--- config.mk ---
export PLATFORM = sky130hd
export DESIGN_NAME = reg_file_param
export DESIGN_NICKNAME = d
export VERILOG_FILES = /design/src/rtl/reg_file_pkg.sv /design/src/rtl/reg_file_clr_seq.sv /design/src/rtl/reg_file_param.sv
export SDC_FILE = /design/constraint.sdc
export NUM_CORES = 1
export LEC_CHECK = 0
export CAP_MARGIN = 10
export CORE_MARGIN = 2
export CORE_UTILIZATION = 56
export DETAILED_ROUTE_END_ITERATION = 12
export GPL_ROUTABILITY_DRIVEN = 0
export PLACE_DENSITY = 0.77
export SYNTH_ARGS = -nofsm -noshare
export SYNTH_HDL_FRONTEND = slang
export SYNTH_HIERARCHICAL = 1
export SYNTH_SLANG_ARGS = --single-unit
--- constraint.sdc ---
create_clock -name clk -period 9.5 [get_ports clk]
set_input_delay 0.95 -clock clk [delete_from_list [all_inputs] [get_ports clk]]
set_output_delay 0.95 -clock clk [all_outputs]
set_load 0.005 [all_outputs]
--- src/rtl/reg_file_pkg.sv ---
// reg_file_pkg: clear-sequencer state encoding and default geometry shared by the register file.
package reg_file_pkg;

    typedef enum logic {
        IDLE  = 1'b0,
        CLEAR = 1'b1
    } clr_state_e;

    localparam int DEF_DATA_W = 16;
    localparam int DEF_DEPTH  = 16;

endpackage

--- src/rtl/reg_file_clr_seq.sv ---
// reg_file_clr_seq: walks a counter over every entry once per clr request, one entry per cycle.
module reg_file_clr_seq
    import reg_file_pkg::*;
#(
    parameter int  DEPTH  = DEF_DEPTH,
    localparam int ADDR_W = $clog2(DEPTH)
) (
    input  logic              clk,
    input  logic              rst,
    input  logic              clr,
    output logic              busy,
    output logic              clr_en,
    output logic [ADDR_W-1:0] clr_addr
);

    clr_state_e        state_q;
    logic [ADDR_W-1:0] cnt_q;
    logic              busy_q;

    always_ff @(posedge clk or posedge rst) begin
        if (rst) begin
            state_q <= IDLE;
            cnt_q   <= '0;
            busy_q  <= 1'b0;
        end else begin
            case (state_q)
                IDLE: if (clr) begin
                    state_q <= CLEAR;
                    cnt_q   <= '0;
                    busy_q  <= 1'b1;
                end
                CLEAR: if (cnt_q == ADDR_W'(DEPTH - 1)) begin
                    state_q <= IDLE;
                    cnt_q   <= '0;
                    busy_q  <= 1'b0;
                end else begin
                    cnt_q <= cnt_q + 1'b1;
                end
            endcase
        end
    end

    assign busy     = busy_q;
    assign clr_en   = busy_q;
    assign clr_addr = cnt_q;

endmodule

--- src/rtl/reg_file_param.sv ---
// reg_file_param: 1-write/2-read register file with registered write-first reads,
// optional hardwired zero entry and a one-entry-per-cycle clear sweep.
module reg_file_param
    import reg_file_pkg::*;
#(
    parameter int  DATA_W   = DEF_DATA_W,
    parameter int  DEPTH    = DEF_DEPTH,
    parameter bit  ZERO_REG = 1'b0,
    localparam int ADDR_W   = $clog2(DEPTH)
) (
    input  logic              clk,
    input  logic              rst,
    input  logic              wr_en,
    input  logic [ADDR_W-1:0] wr_addr,
    input  logic [DATA_W-1:0] wr_data,
    input  logic              rd_en,
    input  logic [ADDR_W-1:0] rd0_addr,
    input  logic [ADDR_W-1:0] rd1_addr,
    output logic [DATA_W-1:0] rd0_data,
    output logic [DATA_W-1:0] rd1_data,
    output logic              rd_valid,
    input  logic              clr,
    output logic              busy
);

    logic [DATA_W-1:0] mem_q [DEPTH];
    logic [DATA_W-1:0] mem_d [DEPTH];
    logic [DATA_W-1:0] rd0_data_q, rd0_data_d;
    logic [DATA_W-1:0] rd1_data_q, rd1_data_d;
    logic              rd_valid_q;
    logic              clr_en;
    logic [ADDR_W-1:0] clr_addr;
    logic              wr_live;
    logic              wr_ok;

    reg_file_clr_seq #(.DEPTH(DEPTH)) u_clr_seq (
        .clk      (clk),
        .rst      (rst),
        .clr      (clr),
        .busy     (busy),
        .clr_en   (clr_en),
        .clr_addr (clr_addr)
    );

    // wr_live drives the bypass; wr_ok additionally masks the hardwired zero entry
    assign wr_live = wr_en && !busy;
    assign wr_ok   = wr_live && !(ZERO_REG && wr_addr == '0);

    function automatic logic [DATA_W-1:0] rd_mux(input logic [ADDR_W-1:0] a);
        return (ZERO_REG && a == '0) ? '0 : (wr_live && a == wr_addr) ? wr_data : mem_q[a];
    endfunction

    always_comb begin
        mem_d = mem_q;
        if (wr_ok) mem_d[wr_addr] = wr_data;
        if (clr_en) mem_d[clr_addr] = '0;
        rd0_data_d = rd_en ? rd_mux(rd0_addr) : rd0_data_q;
        rd1_data_d = rd_en ? rd_mux(rd1_addr) : rd1_data_q;
    end

    always_ff @(posedge clk or posedge rst) begin
        if (rst) begin
            for (int i = 0; i < DEPTH; i++) mem_q[i] <= '0;
            rd0_data_q <= '0;
            rd1_data_q <= '0;
            rd_valid_q <= 1'b0;
        end else begin
            mem_q      <= mem_d;
            rd0_data_q <= rd0_data_d;
            rd1_data_q <= rd1_data_d;
            rd_valid_q <= rd_en;
        end
    end

    assign rd0_data = rd0_data_q;
    assign rd1_data = rd1_data_q;
    assign rd_valid = rd_valid_q;

endmodule

# After elaboration in Yosys (flattened, before gate mapping)
# Cells that the tools add are included.
# W data, S select, Z words.
# totals
elab_cells,72
register_bits,295
inputBits,33
# classes
reduce_logical,7
add_sub_neg,1
magnitude_cmp,6
bitwise_logic,7
n_eq_ne,5
mux,24
# ops
op,n
$mux W256,2
$and A256 B256 Y256,1
$bwmux W256,1
$not A256 Y256,1
$bmux W16 S4,2
$demux W16 S4,2
$mux W16,8
$ge A5 B5 Y1 const B,4
$not A4 Y5,4
$lt A5 B1 Y1 const B,2
$eq A4 B4 Y1,2
$mux W4,2
$pmux W4 S2,1
$logic_and A1 B1 Y1,5
$add A4 B1 Y4 const B,1
$eq A4 B4 Y1 const B,1
$mux W1,4
$ne A2 B2 Y1 const B,2
$pmux W1 S2,2
$reduce_and A2 Y1,1
$logic_not A1 Y1,1
$not A1 Y1,1

# Longest topological paths before layout
# Gate-level depths: netlist of run 1.
# logic_depth
depth_word,9
ltp_mapped,8
mapped_depth_nobuf,4

# Hierarchy
# The synthesis of run 1 kept the hierarchy.
# by_module_without_submodules
mod,n_inst,cells_each,area_per_inst_um2,seq_area_each_um2
reg_file_param,1,1719,16275.6,7231.9
reg_file_clr_seq,1,33,314.1,150.1

# Worst setup path before layout of run 1
# OpenSTA, ideal clock, no wires.
# synth_timing
path_type,input to register
from,input port wr_addr[1]
to,register mem_q[245] in the netlist's numbering
setup_slack_ns,7.172
n_path_buf,2
arrival_ns,2.254
path_stages,6
path_cell_list,buf_2 or4b_4 nor3_4 buf_6 nand2_1 a21oi_2
# synth_rtl
element,line_no,source
from (decl),reg_file_param.sv:14,"input logic [ADDR_W-1:0] wr_addr,"
to (signal assigned),reg_file_param.sv:68,mem_q <= mem_d;
to (decl),reg_file_param.sv:26,logic [DATA_W-1:0] mem_q [DEPTH];

==> flow_metrics.env, run 1 <==
export IMPL_slew_viol_final=0
export IMPL_outcome="finished, final reports clean"
export IMPL_grt_usage=0.3535
export IMPL_finalSetupViolations=0
export IMPL_setup_tns_ps=0
export IMPL_post_drt_wl_per_cell_um=25.28
export IMPL_cpLargestDelayFamily="simple AND/OR/NAND/NOR gates"
export IMPL_endpoint_kind="register"
export IMPL_hold_violations=0
export IMPL_nets=1760
export IMPL_placed_area_mm2=0.01725
export IMPL_grt_start_max_net_pins=104
export IMPL_path_cells="clkdlybuf4s50_1 > and4bb_1 > buf_4 > nand3_1 > nand2_1 > a21oi_1"
export IMPL_fillCellCount=2316
export IMPL_startpoint_type="input port"
export IMPL_drc=0
export IMPL_pin_count=67
export IMPL_r2r_end="mem_q[16]"
export IMPL_hold_path_end="mem_q[217]"
export IMPL_syn_area_mm2=0.01659
export IMPL_stdcell_count=2137
export IMPL_cp_max_fo=20
export IMPL_ff2ff_path_depth=5
export IMPL_seq_area_frac_synth=0.4450
export IMPL_cp_arrival_ps=3750
export IMPL_cts_tree="done"
export IMPL_leakagePower_nw=7.682
export IMPL_fmax_mhz=296.7
export IMPL_multi_input_area_mm2=0.008439
export IMPL_cts_hold_buf=0
export IMPL_rsz0062_at_grt="false"
export IMPL_r2r_start="u_clr_seq/busy"
export IMPL_relSlewSlack=0.1716
export IMPL_seq_area_mm2=0.007382
export IMPL_initial_core_util=0.5642
export IMPL_h_tree_depth=2
export IMPL_syn_inst=1752
export IMPL_antenna_left=0
export IMPL_ys_types=47
export IMPL_timing_final_ws_setup_ps=6129
export IMPL_wl_um=54020
export IMPL_fin_skew_ps=19.29
export IMPL_path_buf_inv=2
export IMPL_period_share=0.3548
export IMPL_antenna_found_initial=2
export IMPL_tightest_slew_ps=1239
export IMPL_fin_crit_ps=3371
export IMPL_final_cell_mix="nand2_1 (527), dfrtp_1 (295), a21oi_1 (247)"
export IMPL_ys_warn_count=6
export IMPL_grt_overflow_total=0
export IMPL_r2r_slack_ps=6580
export IMPL_die_area_mm2=0.03102
export IMPL_clockBufferDepth=3
export IMPL_worstSkewPairLatency_ps=520
export IMPL_drt_pre_antenna_iters=5
export IMPL_worstPathRequired_ps=9870
export IMPL_cp_slowest_cell="and4bb_1"
export IMPL_finish_instance_area_mm2=0.01836
export IMPL_io_buffers=66
export IMPL_holdPathStages=2
export IMPL_hold_path_class="reg -> reg"
export IMPL_place_ws_ps=5704
export IMPL_crit_type="in -> reg"
export IMPL_avgSynthCellArea_um2=9.469
export IMPL_drive_gt1_frac=0.1438
export IMPL_hp_start="mem_q[217]"
export IMPL_whs_ps=537.2
export IMPL_grt_pass1_wl_um=83610
export IMPL_fp_dieH_um=176.1
export IMPL_vdd_drop_max_uv=112.5
export IMPL_cts_buffers=34
export IMPL_dp_hpwl_um=33640
export IMPL_layout_commonest_cell="nand2_1"
export IMPL_cts_setup_buffers=0
export IMPL_grt_pass1_vias=14150
export IMPL_power_density_mw_per_mm2=267.1
export IMPL_viasPerCell=6.782
export IMPL_vias=14490
export IMPL_ctsResizeCount=0
export IMPL_coreArea_mm2=0.02940
export IMPL_cts_num_sinks=295
export IMPL_dp_cells=2077
export IMPL_ys_ff_latch=295
export IMPL_area_growth_pct=10.69
export IMPL_cts_root_buf="clkbuf_16"
export IMPL_first_iter_violations=2165
export IMPL_max_cap_viol_count=0
export IMPL_path_clk_slew_ps=60
export IMPL_syn_nets=1786
export IMPL_die_x_um=176.1
export IMPL_rows=63
export IMPL_cpPeakStageDelay_ps=870
==> worst max-delay path by stage <==
stage | start | endpoint | slack [ps] | cells after the start
5_1_grt | wr_en | mem_q[16] | 5990 | 6
2_1_floorplan | rst | mem_q[0] | 570 | 1
6_report | wr_en | mem_q[16] | 6130 | 6
3_3_place_gp | wr_addr[2] | rd0_data[15] | 5790 | 5
3_5_place_dp | wr_en | mem_q[16] | 5700 | 6
4_1_cts | wr_en | mem_q[16] | 6220 | 6
==> cell usage after synthesis (all sizes together) <==
cell type    n  share of area
a41oi        1        0.00053
inv          4         0.0011
and2         2        0.00075
nand4b       1        0.00053
nor3         6         0.0031
or3b         1        0.00053
or2         33          0.012
o32ai       32          0.017
clkbuf      91          0.021
nand4       35          0.014
nand3       71          0.022
and3         2        0.00075
or4b         1        0.00083
ha           1        0.00075
dfrtp      295           0.44
a31oi       32          0.012
mux2i       96          0.058
o21a         2        0.00090
o311ai       1        0.00098
nor2        24         0.0069
o21ai        4         0.0012
buf         76          0.026
nand2      529           0.12
mux4        96           0.13
and4bb       2         0.0015
nor2b        5         0.0019
nand3b       3         0.0014
nand2b      40          0.015
a21oi      257          0.080
nor4b        1        0.00090
xnor2        8         0.0042
==> kinds of logic (layout without fill, tap and decap cells) <==
family | after synthesis | count (layout) | share of synthesized area
DFF | 295 | 295 | 0.4450
AOI/OAI and AO/OA | 329 | 329 | 0.1124
muxes | 192 | 192 | 0.1882
buffers and inverters | 171 | 165 | 0.04751
other | 0 | 1 | 0
xor gates and xnor gates | 8 | 8 | 0.004224
adders and majority gates | 1 | 1 | 0.0007541
and+or+nand+nor | 756 | 756 | 0.2019
==> cell type report <==
cell class / count / area share
diodes: 1 / 0.0001363
inverters: 4 / 0.001363
multi-input cells: 1286 / 0.4596
flip-flops and latches: 295 / 0.4020
clock buffers: 54 / 0.05771
clock inverters: 2 / 0.0005451
well taps: 390 / 0.02657
repair buffers: 105 / 0.05212
==> where the power goes <==
part	internal (mW)	total [mW]	leakage (nW)	switching (mW)
logic	0.753	1.48	3.44	0.730
registers	1.74	2.15	3.72	0.410
clock network	0.760	1.27	0.526	0.513
total	3.25	4.91	7.68	1.65
==> state kept, by name, indices dropped and copies added, names as in the netlist <==
signal and count:
mem_q 256, u_clr_seq/state_q 1, rd1_data 16, u_clr_seq/clr_addr 4, rd_valid 1, rd0_data 16
u_clr_seq/busy 1
==> stage by stage <==
| stage | power [mW] | utilization |
|---|---|---|
| 6_report | 4.906 | 0.6246 |
| 5_1_grt | 5.138 | 0.6245 |
| 3_3_place_gp | 3.476 | 0.5865 |
| 3_5_place_dp | 3.582 | 0.5865 |
| 4_1_cts | 4.844 | 0.6229 |
| 2_1_floorplan | 3.077 | - |
==> metal layers <==
metal,up-vias,routed length [um],track usage
met5,-,13,0
met4,2,2798,0.1618
met3,189,7286,0.09216
met2,1051,23710,0.5224
met1,7171,20210,0.4933
li1,6081,-,-
==> worst reg2reg max path: stages (launching register included) <==
cell,delay (ps)
dfrtp_1,550
and4bb_1,980
buf_4,400
nand3_1,520
nand2_1,240
a21oi_1,100
Power figures use the tool's default switching activity.
==> run 2, diff against run 1 <==
CORE_UTILIZATION = 62   (was 56)
PLACE_DENSITY = 0.81   (was 0.77)
clock period = 3.2 ns   (was 9.5 ns; I/O delays follow)
==> flow_metrics.env, run 2 (synthesis results as in run 1) <==
export IMPL_grt_usage=0.3989
export IMPL_regMostFlops="mem_q"
export IMPL_slew_viol_final=0
export IMPL_antenna_left=0
export IMPL_coreArea_mm2=0.02613
export IMPL_die_x_um=167.6
export IMPL_outcome="finished, final reports clean"
export IMPL_fin_crit_ps=2295
export IMPL_viasPerCell=7.035
export IMPL_whs_ps=54.48
export IMPL_post_drt_wl_per_cell_um=25.96
export IMPL_relSlewSlack=0.1923
export IMPL_drive_gt1_frac=0.1640
export IMPL_cts_setup_buffers=0
export IMPL_hold_path_class="in -> async"
export IMPL_layout_commonest_cell="nand2_1"
export IMPL_max_cap_viol_count=0
export IMPL_endpoint_kind="register"
export IMPL_grt_pass1_vias=14800
export IMPL_rsz0062_at_grt="false"
export IMPL_initial_core_util=0.6348
export IMPL_path_clk_slew_ps=60
export IMPL_io_buffers=66
export IMPL_crit_type="reg -> reg"
export IMPL_power_density_mw_per_mm2=781.8
export IMPL_dp_cells=2059
export IMPL_cts_tree="done"
export IMPL_cp_max_fo=16
export IMPL_startpoint_type="register"
export IMPL_cp_arrival_ps=2750
export IMPL_grt_start_max_net_pins=82
export IMPL_h_tree_depth=1
export IMPL_worstSkewPairLatency_ps=580
export IMPL_finalSetupViolations=0
export IMPL_fin_util=0.7114
export IMPL_stdcell_count=2116
export IMPL_vdd_drop_max_uv=451.5
export IMPL_nets=1791
export IMPL_final_cell_mix="nand2_1 (527), dfrtp_1 (295), a21oi_1 (247)"
export IMPL_period_share=0.7171
export IMPL_fillCellCount=1800
export IMPL_die_area_mm2=0.02808
export IMPL_wl_um=54930
export IMPL_hold_violations=0
export IMPL_antenna_found_initial=3
export IMPL_first_iter_violations=2562
export IMPL_largest_reg_flops=256
export IMPL_clockBufferDepth=3
export IMPL_fin_skew_ps=18.24
export IMPL_worstPathRequired_ps=3650
export IMPL_cts_buffers=31
export IMPL_vias=14890
export IMPL_rows=59
export IMPL_fp_dieH_um=167.6
export IMPL_tightest_slew_ps=1208
export IMPL_cts_num_sinks=295
export IMPL_grt_pass1_wl_um=85420
export IMPL_area_growth_pct=12.06
export IMPL_cts_hold_buf=0
export IMPL_drt_pre_antenna_iters=6
export IMPL_grt_overflow_total=0
export IMPL_drc=0
export IMPL_cts_root_buf="clkbuf_16"
export IMPL_dp_hpwl_um=35240
export IMPL_pin_count=67
export IMPL_leakagePower_nw=7.859
export IMPL_ctsResizeCount=0
export IMPL_n_antenna_cell=0
export IMPL_setup_tns_ps=0
export IMPL_fmax_mhz=435.8
==> run 2: worst paths after layout <==
kind	from	end	slack, ps	cells past startpoint
min reg2reg	mem_q[72]	mem_q[72]	540	2
max reg2reg	u_clr_seq/busy	mem_q[96]	910	5
min	rst	u_clr_seq/clr_addr[0]	50	2
max	u_clr_seq/busy	mem_q[96]	910	5
min in group clk	clr	u_clr_seq/busy	450	3
max in group asynchronous	rst	mem_q[146]	2100	3
==> run 2: where the power goes <==
group / total [mW] / switching [mW] / leakage (nW) / internal, mW
Combinational: 4.50 / 2.22 / 3.62 / 2.27
Sequential: 6.38 / 1.22 / 3.72 / 5.16
Clock: 3.66 / 1.54 / 0.516 / 2.11
==> run 2: cell type report <==
class                   count  area [um^2]  share of cell area
clock buffers              43        900.9             0.04846
clock inverters            14        126.4            0.006798
inverters                   4        21.27            0.001144
multi-input cells        1286         8439              0.4540
flip-flops and latches    295         7382              0.3971
well taps                 335        419.2             0.02255
repair buffers            139         1301             0.07000
==> run 2: per-stage QoR <==
stage | area [um^2] | power, mW | worst slack, ps
5_1_grt | 18590 | 15.18 | 792.4
3_3_place_gp | 17560 | 10.37 | 574.6
6_report | 18590 | 14.53 | 905.3
4_1_cts | 18590 | 14.32 | 960.3
3_5_place_dp | 17560 | 10.70 | 455.9
2_1_floorplan | 16590 | 9.137 | -953.2
==> run 2: worst max-delay path, stage by stage, from the launching register on <==
cell,delay (ps)
dfrtp_1,580
and4bb_2,550
buf_4,270
nand2_1,420
nand2_1,260
a21oi_1,100
==> run 2: layer usage <==
layer,wire length [um],GRT usage,vias up
met1,19050,0.5309,7250
li1,-,-,6143
met3,8911,0.1437,265
met5,45,0,-
met2,23550,0.5887,1222
met4,3368,0.1913,6
==> run 3, diff against run 2 <==
CORE_UTILIZATION = 56   (was 62)
PLACE_DENSITY = 0.77   (was 0.81)
clock period = 2 ns   (was 3.2 ns; I/O delays follow)
==> flow_metrics.env, run 3 (synthesis results as in run 1) <==
export IMPL_outcome="finished, final reports clean"
export IMPL_fin_crit_ps=1806
export IMPL_antenna_found_initial=2
export IMPL_total_power_mw=23.89
export IMPL_dp_cells=2194
export IMPL_cts_tree="done"
export IMPL_regMostFlops="mem_q"
export IMPL_relSlewSlack=0.5071
export IMPL_hold_violations=0
export IMPL_startpoint_type="register"
export IMPL_stdcell_count=2254
export IMPL_fp_dieH_um=176.1
export IMPL_setup_tns_ps=0
export IMPL_path_clk_slew_ps=60
export IMPL_wl_um=56890
export IMPL_grt_pass1_vias=14760
export IMPL_cpLargestDelayFamily="buffers and inverters"
export IMPL_grt_overflow_total=0
export IMPL_layout_commonest_cell="nand2_1"
export IMPL_placed_area_mm2=0.01852
export IMPL_cp_arrival_ps=1610
export IMPL_grt_pass1_wl_um=87400
export IMPL_period_share=0.9031
export IMPL_fillCellCount=2107
export IMPL_cp_slowest_cell="clkdlybuf4s50_1"
export IMPL_nets=1872
export IMPL_viasPerCell=6.756
export IMPL_drt_pre_antenna_iters=6
export IMPL_cts_num_sinks=295
export IMPL_drc=0
export IMPL_die_x_um=176.1
export IMPL_post_drt_wl_per_cell_um=25.24
export IMPL_h_tree_depth=1
export IMPL_finalSetupViolations=0
export IMPL_coreArea_mm2=0.02940
export IMPL_power_density_mw_per_mm2=1215
export IMPL_finish_instance_area_mm2=0.01965
export IMPL_hold_path_class="in -> reg"
export IMPL_first_iter_violations=2255
export IMPL_vias=15230
export IMPL_final_cell_mix="nand2_1 (527), dfrtp_1 (294), a21oi_1 (247)"
export IMPL_endpoint_kind="output pin"
export IMPL_area_growth_pct=18.47
export IMPL_initial_core_util=0.5642
export IMPL_die_area_mm2=0.03102
export IMPL_whs_ps=307.3
export IMPL_max_cap_viol_count=0
export IMPL_leakagePower_nw=8.383
export IMPL_grt_start_max_net_pins=108
export IMPL_worstPathRequired_ps=1800
export IMPL_cpPeakStageDelay_ps=550
export IMPL_path_cells="clkdlybuf4s50_1"
export IMPL_antenna_left=0
export IMPL_fmax_mhz=553.6
export IMPL_pin_count=67
export IMPL_slew_viol_final=0
export IMPL_tightest_slew_ps=737.1
export IMPL_grt_usage=0.3712
export IMPL_cts_buffers=31
export IMPL_largest_reg_flops=256
export IMPL_dp_hpwl_um=38490
export IMPL_io_buffers=66
export IMPL_drive_gt1_frac=0.2019
export IMPL_cts_root_buf="clkbuf_16"
export IMPL_fin_skew_ps=26.90
export IMPL_path_buf_inv=1
export IMPL_clockBufferDepth=3
export IMPL_rsz0062_at_grt="false"
export IMPL_rows=63
export IMPL_worstSkewPairLatency_ps=590
export IMPL_cp_max_fo=12
export IMPL_vdd_drop_max_uv=788.1
export IMPL_crit_type="reg -> out"
## run 3: final cells by class
type / count / area (um^2) / area share
clock buffer: 44 / 944.7 / 0.04806
clock inverter: 13 / 172.7 / 0.008785
multi-input combinational: 1286 / 8439 / 0.4294
antenna: 2 / 5.005 / 0.0002546
tap: 390 / 488.0 / 0.02483
sequential: 295 / 7383 / 0.3757
inverter: 4 / 21.27 / 0.001082
timing repair buffer: 220 / 2200 / 0.1119
## run 3: stage by stage
step                      worst slack, ps    util
after detailed placement           -69.22  0.6299
final                               193.7  0.6685
after global placement             -30.18  0.6299
after floorplan                     -2033       -
after global routing                136.1  0.6683
after CTS                           56.88  0.6682
## run 3: layer usage
| metal | vias to the layer above | GRT usage | routed length [um] |
|---|---|---|---|
| met3 | 253 | 0.1047 | 8650 |
| met4 | 2 | 0.1808 | 3151 |
| met1 | 7387 | 0.4996 | 19580 |
| li1 | 6311 | - | - |
| met2 | 1275 | 0.5565 | 25430 |
| met5 | - | 0.01763 | 73 |
## run 3: power breakdown
group	switching, mW	internal [mW]	total [mW]
Combinational	3.61	3.78	7.39
Sequential	2.01	8.26	10.3
Clock	2.46	3.78	6.24
Total	8.07	15.8	23.9
## run 3: worst paths after layout
kind	start	end	slack (ps)	depth (start not counted)
max	u_clr_seq/busy	busy	190	1
min	clr	u_clr_seq/busy	310	3
max reg2reg	u_clr_seq/busy	mem_q[111]	220	5
min reg2reg	mem_q[71]	mem_q[71]	540	2
max in group asynchronous	rst	mem_q[232]	770	5
min in group asynchronous	rst	u_clr_seq/clr_addr[0]	470	3
## run 3: what timing repair did
action | 4_1_cts | 5_1_grt
setup endpoints to repair | 0 | 1
resized for setup | 0 | 1
hold endpoints to repair | 6 | 0
setup buffers | 0 | 0
hold buffers | 1 | 0
